$ cat src/rtl/elevator_call_scheduler_pkg.sv
// Shared elevator definitions used by the call scheduler and its floor picker.
//   state_e    : scheduler FSM states (IDLE, RUN, DOOR)
//   DIR_UP/DOWN: scan direction encoding carried on the dir output
//   FLOOR_W    : width of a floor number
//   NUM_FLOORS : number of served floors
package elevator_call_scheduler_pkg;

  typedef enum logic [1:0] {
    ST_IDLE = 2'd0,
    ST_RUN  = 2'd1,
    ST_DOOR = 2'd2
  } state_e;

  localparam logic DIR_UP   = 1'b1;
  localparam logic DIR_DOWN = 1'b0;

  localparam int FLOOR_W    = 2;
  localparam int NUM_FLOORS = 4;

endpackage

$ cat src/rtl/elevator_call_scheduler_floor_picker.sv
// Combinational search of the pending-call vector relative to the car.
// Ports:
//   pending_i     : latched outstanding calls, one bit per floor
//   cur_floor_i   : current car floor
//   above_o       : lowest pending floor strictly above the car
//   above_vld_o   : above_o is meaningful
//   below_o       : highest pending floor strictly below the car
//   below_vld_o   : below_o is meaningful
module elevator_call_scheduler_floor_picker
  import elevator_call_scheduler_pkg::*;
(
  input  logic [NUM_FLOORS-1:0] pending_i,
  input  logic [FLOOR_W-1:0]    cur_floor_i,
  output logic [FLOOR_W-1:0]    above_o,
  output logic                  above_vld_o,
  output logic [FLOOR_W-1:0]    below_o,
  output logic                  below_vld_o
);

  // Scanning from the far end lets the nearest match overwrite earlier ones.
  always_comb begin
    above_o     = '0;
    above_vld_o = 1'b0;
    below_o     = '0;
    below_vld_o = 1'b0;
    for (int f = NUM_FLOORS - 1; f >= 0; f--) begin
      if (pending_i[f] && (f > int'(cur_floor_i))) begin
        above_o     = FLOOR_W'(f);
        above_vld_o = 1'b1;
      end
    end
    for (int f = 0; f < NUM_FLOORS; f++) begin
      if (pending_i[f] && (f < int'(cur_floor_i))) begin
        below_o     = FLOOR_W'(f);
        below_vld_o = 1'b1;
      end
    end
  end

endmodule

$ cat src/rtl/elevator_call_scheduler.sv
// SCAN call scheduler for a four-floor elevator. Latches call buttons every
// clk, picks the next destination on each step tick, and times the door dwell.
// Ports:
//   clk          : system clock
//   rst          : asynchronous active-low reset
//   tick         : one-cycle step strobe; evaluation happens only on ticks
//   call_req     : call buttons, one bit per floor
//   cur_floor    : car position reported by the elevator core
//   target       : destination floor for the elevator core
//   hold         : 1 = car must stay put
//   door_open    : door open indicator
//   dir          : scan direction (1 = up)
//   pending      : latched outstanding calls
//   busy         : scheduler is not idle
//   served_count : saturating count of served calls
module elevator_call_scheduler
  import elevator_call_scheduler_pkg::*;
#(
  parameter int DOOR_TICKS = 3,
  parameter int CNT_W      = 8
) (
  input  logic                  clk,
  input  logic                  rst,
  input  logic                  tick,
  input  logic [NUM_FLOORS-1:0] call_req,
  input  logic [FLOOR_W-1:0]    cur_floor,
  output logic [FLOOR_W-1:0]    target,
  output logic                  hold,
  output logic                  door_open,
  output logic                  dir,
  output logic [NUM_FLOORS-1:0] pending,
  output logic                  busy,
  output logic [CNT_W-1:0]      served_count
);

  localparam logic [3:0] DOOR_LOAD = 4'(DOOR_TICKS);

  state_e                  state_q;
  logic [NUM_FLOORS-1:0]   pending_q, pending_d;
  logic [FLOOR_W-1:0]      target_q;
  logic                    hold_q, door_open_q, dir_q, busy_q;
  logic [CNT_W-1:0]        served_q;
  logic [3:0]              timer_q;

  logic [FLOOR_W-1:0]      above, below;
  logic                    above_vld, below_vld;
  logic [NUM_FLOORS-1:0]   cur_onehot;
  logic                    in_door, reload, door_done, eval, stop_here;
  logic                    go_up, go_down;

  elevator_call_scheduler_floor_picker u_picker (
    .pending_i   (pending_q),
    .cur_floor_i (cur_floor),
    .above_o     (above),
    .above_vld_o (above_vld),
    .below_o     (below),
    .below_vld_o (below_vld)
  );

  assign cur_onehot = NUM_FLOORS'(1) << cur_floor;
  assign in_door    = (state_q == ST_DOOR);
  // A call for the floor the door is open at just keeps the door open longer.
  assign reload     = in_door && call_req[cur_floor];
  assign door_done  = in_door && tick && !reload && (timer_q <= 4'd1);
  assign eval       = (tick && !in_door) || door_done;
  assign stop_here  = eval && pending_q[cur_floor];

  // Keep going the current way while calls remain ahead, else reverse.
  assign go_up   = above_vld && ((dir_q == DIR_UP) || !below_vld);
  assign go_down = below_vld && !go_up;

  always_comb begin
    pending_d = pending_q | (in_door ? (call_req & ~cur_onehot) : call_req);
    // Clearing the served floor wins over a same-cycle press of that button.
    if (stop_here) pending_d = pending_d & ~cur_onehot;
  end

  always_ff @(posedge clk or negedge rst) begin
    if (!rst) begin
      state_q     <= ST_IDLE;
      pending_q   <= '0;
      target_q    <= '0;
      hold_q      <= 1'b1;
      door_open_q <= 1'b0;
      dir_q       <= DIR_UP;
      busy_q      <= 1'b0;
      served_q    <= '0;
      timer_q     <= '0;
    end else begin
      pending_q <= pending_d;

      if (reload) begin
        timer_q <= DOOR_LOAD;
      end else if (in_door && tick) begin
        timer_q <= timer_q - 4'd1;
      end

      if (door_done) door_open_q <= 1'b0;

      if (eval) begin
        if (pending_q[cur_floor]) begin
          state_q     <= ST_DOOR;
          hold_q      <= 1'b1;
          door_open_q <= 1'b1;
          busy_q      <= 1'b1;
          timer_q     <= DOOR_LOAD;
          if (served_q != '1) served_q <= served_q + CNT_W'(1);
        end else if (go_up) begin
          state_q  <= ST_RUN;
          dir_q    <= DIR_UP;
          target_q <= above;
          hold_q   <= 1'b0;
          busy_q   <= 1'b1;
        end else if (go_down) begin
          state_q  <= ST_RUN;
          dir_q    <= DIR_DOWN;
          target_q <= below;
          hold_q   <= 1'b0;
          busy_q   <= 1'b1;
        end else begin
          state_q <= ST_IDLE;
          hold_q  <= 1'b1;
          busy_q  <= 1'b0;
        end
      end
    end
  end

  assign target       = target_q;
  assign hold         = hold_q;
  assign door_open    = door_open_q;
  assign dir          = dir_q;
  assign pending      = pending_q;
  assign busy         = busy_q;
  assign served_count = served_q;

endmodule

$ cat config.mk
export PLATFORM = sky130hd
export DESIGN_NAME = elevator_call_scheduler
export DESIGN_NICKNAME = d
export VERILOG_FILES = /design/src/rtl/elevator_call_scheduler_pkg.sv /design/src/rtl/elevator_call_scheduler_floor_picker.sv /design/src/rtl/elevator_call_scheduler.sv
export SDC_FILE = /design/constraint.sdc
export NUM_CORES = 1
export LEC_CHECK = 0
export CAP_MARGIN = 30
export CELL_PAD_IN_SITES_DETAIL_PLACEMENT = 1
export CELL_PAD_IN_SITES_GLOBAL_PLACEMENT = 1
export CORE_MARGIN = 5
export CORE_UTILIZATION = 43
export DETAILED_ROUTE_END_ITERATION = 12
export PLACE_DENSITY_LB_ADDON = 0.1
export SYNTH_ARGS = -nofsm -noshare
export SYNTH_HDL_FRONTEND = slang
export SYNTH_SLANG_ARGS = --single-unit
$ cat constraint.sdc
create_clock -name clk -period 3.3 [get_ports clk]
set_input_delay 0.825 -clock clk [delete_from_list [all_inputs] [get_ports clk]]
set_output_delay 0.825 -clock clk [all_outputs]
set_load 0.005 [all_outputs]
# --- After elaboration in Yosys (flattened, before gate mapping) ---
# Index checks and enable logic that the tools add are counted.
word_totals:
  register_bits: 24
  output_inout_bits: 18
  elab_cells: 87
op_classes:
  add_sub_neg: 2
  n_lt_le_gt_ge: 8
  n_eq_ne: 2
  shift: 1
  mux: 37
  bitwise: 5
  reduce_logical: 23
ops:
  columns: ["operator", "count"]
  rows:
  - ["$mux W4", 6]
  - ["$mux W1", 22]
  - ["$logic_and A1 B1 Y1", 14]
  - ["$mux W2", 7]
  - ["$add A8 B1 Y8 const B", 1]
  - ["$and A4 B4 Y4", 2]
  - ["$ne A8 B8 Y1 const B", 1]
  - ["$reduce_and A3 Y1", 2]
  - ["$bmux W1 S2", 2]
  - ["$gt A2 B2 Y1 const A", 2]
  - ["$le A4 B1 Y1 const B", 1]
  - ["$logic_not A1 Y1", 4]
  - ["$lt A1 B2 Y1 const A", 2]
  - ["$not A4 Y4", 1]
  - ["$or A4 B4 Y4", 1]
  - ["$shl A1 B2 Y4 const A", 1]
  - ["$sub A4 B1 Y4 const B", 1]
  - ["$lt A2 B3 Y1 const B", 1]
  - ["$eq A2 B2 Y1 const B", 1]
  - ["$gt A1 B2 Y1 const A", 1]
  - ["$logic_or A1 B1 Y1", 2]
  - ["$lt A2 B2 Y1 const A", 1]
  - ["$reduce_bool A2 Y1", 1]
  - ["$not A1 Y1", 1]

# --- Logic depth before layout (Yosys ltp) ---
depth:
  depth_word: 13
  ltp_mapped: 7
  ltp_nobuf: 6

# --- By module ---
# From an unflattened synthesis, not the netlist that was laid out.
unflattened:
  hier_cells: 138
  hier_area_um2: 1395.1
by_module_without_submodules:
  columns: ["module", "instances", "cells_per_inst", "area_each_um2"]
  rows:
  - ["elevator_call_scheduler", 1, 121, 1285.0]
  - ["elevator_call_scheduler_floor_picker", 1, 17, 110.1]

# --- Worst setup path after synthesis ---
# Ideal clock, no wire load.
synth_timing:
  kind: "in2reg"
  startpoint: "input port cur_floor[0]"
  endpoint: "register target_q[0] (netlist: target[0])"
  setup_time_ns: 0.125
  arrival_ns: 2.447
  required_time_ns: 3.175
  slack_ns: 0.728
  cell_stages: 6
  path_buffers: 2
  path_cell_list: "buf_6 mux4_2 o41ai_4 buf_6 o2111ai_4 mux2_4"
synth_via:
  elab_chain_len: 12
synth_lines:
  columns: ["item", "line_no", "source"]
  rows:
  - ["from (decl)", "elevator_call_scheduler.sv:26", "input logic [FLOOR_W-1:0] cur_floor,"]
  - ["$lt A1 B2 Y1", "elevator_call_scheduler_floor_picker.sv:33", "if (pending_i[f] && (f < int'(cur_floor_i))) begin"]
  - ["$logic_and A1 B1 Y1", "elevator_call_scheduler_floor_picker.sv:33", null]
  - ["$mux W1 (3 in series)", "elevator_call_scheduler_floor_picker.sv:33", null]
  - ["$logic_not A1 Y1", "elevator_call_scheduler.sv:69", "assign go_up = above_vld && ((dir_q == DIR_UP) || !below_vld);"]
  - ["$logic_or A1 B1 Y1", "elevator_call_scheduler.sv:69", null]
  - ["$logic_and A1 B1 Y1", "elevator_call_scheduler.sv:69", null]
  - ["$logic_not A1 Y1", "elevator_call_scheduler.sv:70", "assign go_down = below_vld && !go_up;"]
  - ["$logic_and A1 B1 Y1", "elevator_call_scheduler.sv:70", null]
  - ["$reduce_bool A2 Y1 (no source line)", null, null]
  - ["$reduce_and A3 Y1 (no source line)", null, null]
  - ["to (signal assigned)", "elevator_call_scheduler.sv:111", "target_q <= above;"]
  - ["to (signal assigned)", "elevator_call_scheduler.sv:117", "target_q <= below;"]
  - ["to (decl)", "elevator_call_scheduler.sv:40", "logic [FLOOR_W-1:0] target_q;"]
# Several ways; a longest one is shown, not always the timed one. The select of a mux whose other input is x is not followed.
# A chain may end at the register's enable or synchronous reset.

# --- Final worst setup path ---
layout_timing:
  startpoint: "input port cur_floor[0]"
  endpoint: "register served_q[2] (netlist: served_count[2])"
layout_via:
  elab_chain_len: 8
layout_lines:
  columns: ["item", "line_no", "source"]
  rows:
  - ["$bmux W1 S2", "elevator_call_scheduler.sv:63", "assign reload = in_door && call_req[cur_floor];"]
  - ["$mux W1 (implied by the code)", "elevator_call_scheduler.sv:63", null]
  - ["$logic_and A1 B1 Y1", "elevator_call_scheduler.sv:63", null]
  - ["$logic_not A1 Y1", "elevator_call_scheduler.sv:64", "assign door_done = in_door && tick && !reload && (timer_q <= 4'd1);"]
  - ["$logic_and A1 B1 Y1 (2 in series)", "elevator_call_scheduler.sv:64", null]
  - ["$logic_or A1 B1 Y1", "elevator_call_scheduler.sv:65", "assign eval = (tick && !in_door) || door_done;"]
  - ["$reduce_and A3 Y1 (no source line) *", null, null]
  - ["to (signal assigned)", "elevator_call_scheduler.sv:107", "if (served_q != '1) served_q <= served_q + CNT_W'(1);"]
  - ["to (decl)", "elevator_call_scheduler.sv:42", "logic [CNT_W-1:0] served_q;"]
# Mark *: on every way between the ends. The rest lies on a longest branch, timed or not. The select of a mux whose other input is x is not followed.

==> key figures <==
Floorplan
  – Die area: 4940 um^2
  – I/O pins: 27
  – Row count: 21
  – Die X-Extent: 70.3 um
  – Die height: 70.3 um
  – Initial Util: 0.457
  – Core box area: 3420 um^2

Logic synthesis
  – Yosys cell types: 54
  – Synthesized area: 1560 um^2
  – Synth async-reset ratio: 1.00
  – Top FF cell, synth: dfrtp_1
  – Synthesis Warnings: 0
  – Number of synthesized flops with an enable pin: 0
  – Register bit total from synthesis: 24
  – Syn Area/Cell: around 9.8 um^2
  – Largest area contributor in the synthesized netlist: dfrtp_1
  – Post-synth top cells: 22 x dfrtp_1, 13 x a21oi_1, 10 x nand2_1, 10 x nor2_1, 9 x a31oi_1
  – Seq/Total Area, Yosys: 0.386
  – Most frequent cell after synthesis: dfrtp_1
  – Leading post-synthesis cells by cell area: dfrtp_1 35%, a21oi_1 4.2%, a31oi_1 3.6%
  – Synth Instances: 159
  – Syn Nets: 171
  – Top cell type's share of synthesized area: 0.353

Route
  – DRC errors left: 0
  – Drt total wl: between 3 and 4 mm
  – Vias per inst: 5.71
  – Iteration-0 DRC Markers: 69
  – Vias: 1290
  – Drt wl/cell: 17.4 um
  – Antenna Violating Nets Remaining: 0
  – First-pass DRT Iterations: 4

Power and ir drop
  – Largest vdd supply drop: 0.318 mV
  – Power share of the clock group: 0.162
  – P_leak: 0.735 nW
  – Pwr dens: 740 nW/um^2
  – Switching part of the total: 0.373
  – NetSw: 0.000512 W
  – Cell internal pwr: 0.000859 W
  – Sequential power share: 0.387
  – Gate power share: 0.451

Cells and area
  – Antenna cells: 0
  – Share of cells above drive strength 1: 0.128
  – Util after Layout: 0.543
  – Area Overhead vs Synth: 18.8%
  – Nets: 193

Clock tree
  – Bufs on Longest Clock Path: 2
  – H-Tree Depth: 1
  – Hold_buf cts: 0
  – Post-cts resize count: 0
  – Postcts setup bufs: 0
  – Inserted Clock Buffers: 3
  – Clk sink count: 24
  – Clock Root Buffer: clkbuf_4
  – CTS tree: yes
  – Clk pin slew, worst setup/hold paths: roughly 150 ps
  – Worst-Skew Late Latency: 330 ps

Timing
  – Post-layout min period: 2780 ps
  – Fmax: 0.360 GHz
  – Final setup viols: 0
  – Hold WS: 496 ps
  – Max Slew Vio Count: 0
  – Clk_skew: 5.16 ps
  – Normalized max-slew margin: 0.512
  – Hold Fails Final Rpt: 0
  – Period utilisation layout: 0.843
  – Unrepaired setup endpoints after global routing: no
  – Worst Max-Slew Pin Slew: 731 ps
  – Setup TNS: 0 ps

Place
  – Final GP Congestion: 0.815
  – DP HPWL: 2.83 mm
  – PortBufs: 26

Critical path
  – Endpoint required time on the critical path: 3510 ps
  – CP arrival: 2990 ps
  – Critical Path End Type: flip-flop
  – Worst Setup Start Kind: primary input
  – Worst setup path class: in2reg
  – Worst r2r path cells: 5
  – Worst path slowest cell: mux4_2
  – CP Max Fanout: 10
  – CP cell instances: clkdlybuf4s50_1, mux4_2, o41ai_4, buf_4, and2_2, a31oi_1
  – R2R setup slack: 1280 ps
  – Crit path largest cell delay: 580 ps

Global routing
  – Largest net degree at the start of global routing: 25
  – GRT overflow: 0
  – Tot GR Track Use: 0.170
  – First-pass GRT wire length: 6.93 mm
  – Vias in the first global route: roughly 1400
  – Initial antenna violation count: 0

Run status
  – Status: completed

Hold path
  – Worst Hold Class: reg2reg
  – Hold Path Cell Cnt: 2

Flow run
  – Number of max-cap violations: 0
-- worst paths after layout --
path                                   start         endpoint
min in group asynchronous                rst       timer_q[1]
worst max-delay path            cur_floor[0]  served_count[2]
worst min-delay path                    hold             hold
worst max register to register    state_q[0]       pending[3]
worst min register to register          hold             hold
max in group asynchronous                rst              dir
-- worst max-delay path, delay by kind of cell --
kind                   cells  cell delay [ps]
buffers and inverters      2              750
multiplexers               1              580
AO/OA/AOI/OAI              2              560
AND/OR/NAND/NOR            1              270
-- through the flow --
| stage | total power, W | instances | setup WS, ps | instance area, um^2 |
|---|---|---|---|---|
| 5_1_grt | 0.00148 | 226 | 483 | 1850 |
| 6_report | 0.00137 | 226 | 519 | 1850 |
| 2_1_floorplan | 0.000917 | 159 | 728 | 1560 |
| 4_1_cts | 0.00138 | 226 | 528 | 1850 |
| 3_5_place_dp | 0.00116 | 222 | 156 | 1800 |
| 3_3_place_gp | 0.00113 | 222 | 240 | 1800 |
-- layout make-up --
class | count | area (um^2)
Clock buffer | 3 | 22.5
Sequential cell | 24 | 603
Inverter | 8 | 30.0
Clock inverter | 1 | 30.0
Tap cell | 46 | 57.6
Multi-Input combinational cell | 114 | 821
Timing Repair Buffer | 30 | 290
Fill cell | 397 | 1560
-- placed cells by master (no fill, tap or decap), drive strengths merged, types with 2 or more instances in the layout --
cell type      count
clkdlybuf4s50     26
dfrtp             22
a21oi             13
nor2              10
nand2             10
a31oi              9
inv                8
nand3              8
nor2b              5
xnor2              5
nor3               5
buf                4
nand2b             3
ha                 3
clkbuf             3
mux2               3
a21o               3
xor2               2
o21ai              2
o221ai             2
a21boi             2
dfstp              2
mux4               2
and2               2
and4               2
or2b               2
-- flip-flops by register name (all words and copies together) (netlist names) --
register      flops
door_open         1
dir               1
timer_q           4
target            2
state_q           2
served_count      8
busy              1
hold              1
pending           4
-- power groups by stage --
stage	clock (W)	combinational (W)	sequential [W]
floorplan	0	0.000421	0.000496
global placement	0	0.000599	0.000529
detailed placement	0	0.000622	0.000535
CTS	0.000228	0.000626	0.000531
global route	0.000246	0.000682	0.000555
finish	0.000222	0.000618	0.000531
-- layer usage --
| metal | global-route usage | wire, um | vias up | share of wire |
|---|---|---|---|---|
| met4 | 0.0255 | 29 | 0 | 0.0074 |
| met3 | 0.0301 | 128 | 4 | 0.033 |
| li1 | - | - | 618 | - |
| met1 | 0.242 | 1900 | 644 | 0.48 |
| met2 | 0.275 | 1880 | 24 | 0.48 |
| met5 | 0 | 0 | - | 0 |
-- logic make-up (layout without fill, tap and decap cells) --
family / Yosys count / in the layout / synth area share
AOI/OAI and AO/OA: 45 / 45 / 0.219
buffers and inverters: 21 / 42 / 0.0881
muxes: 6 / 6 / 0.0641
and+or+nand+nor: 53 / 53 / 0.180
DFF: 24 / 24 / 0.386
adders and majority gates: 3 / 3 / 0.0240
xor gates and xnor gates: 7 / 7 / 0.0393
No activity file was read; power rests on OpenSTA's default activity.
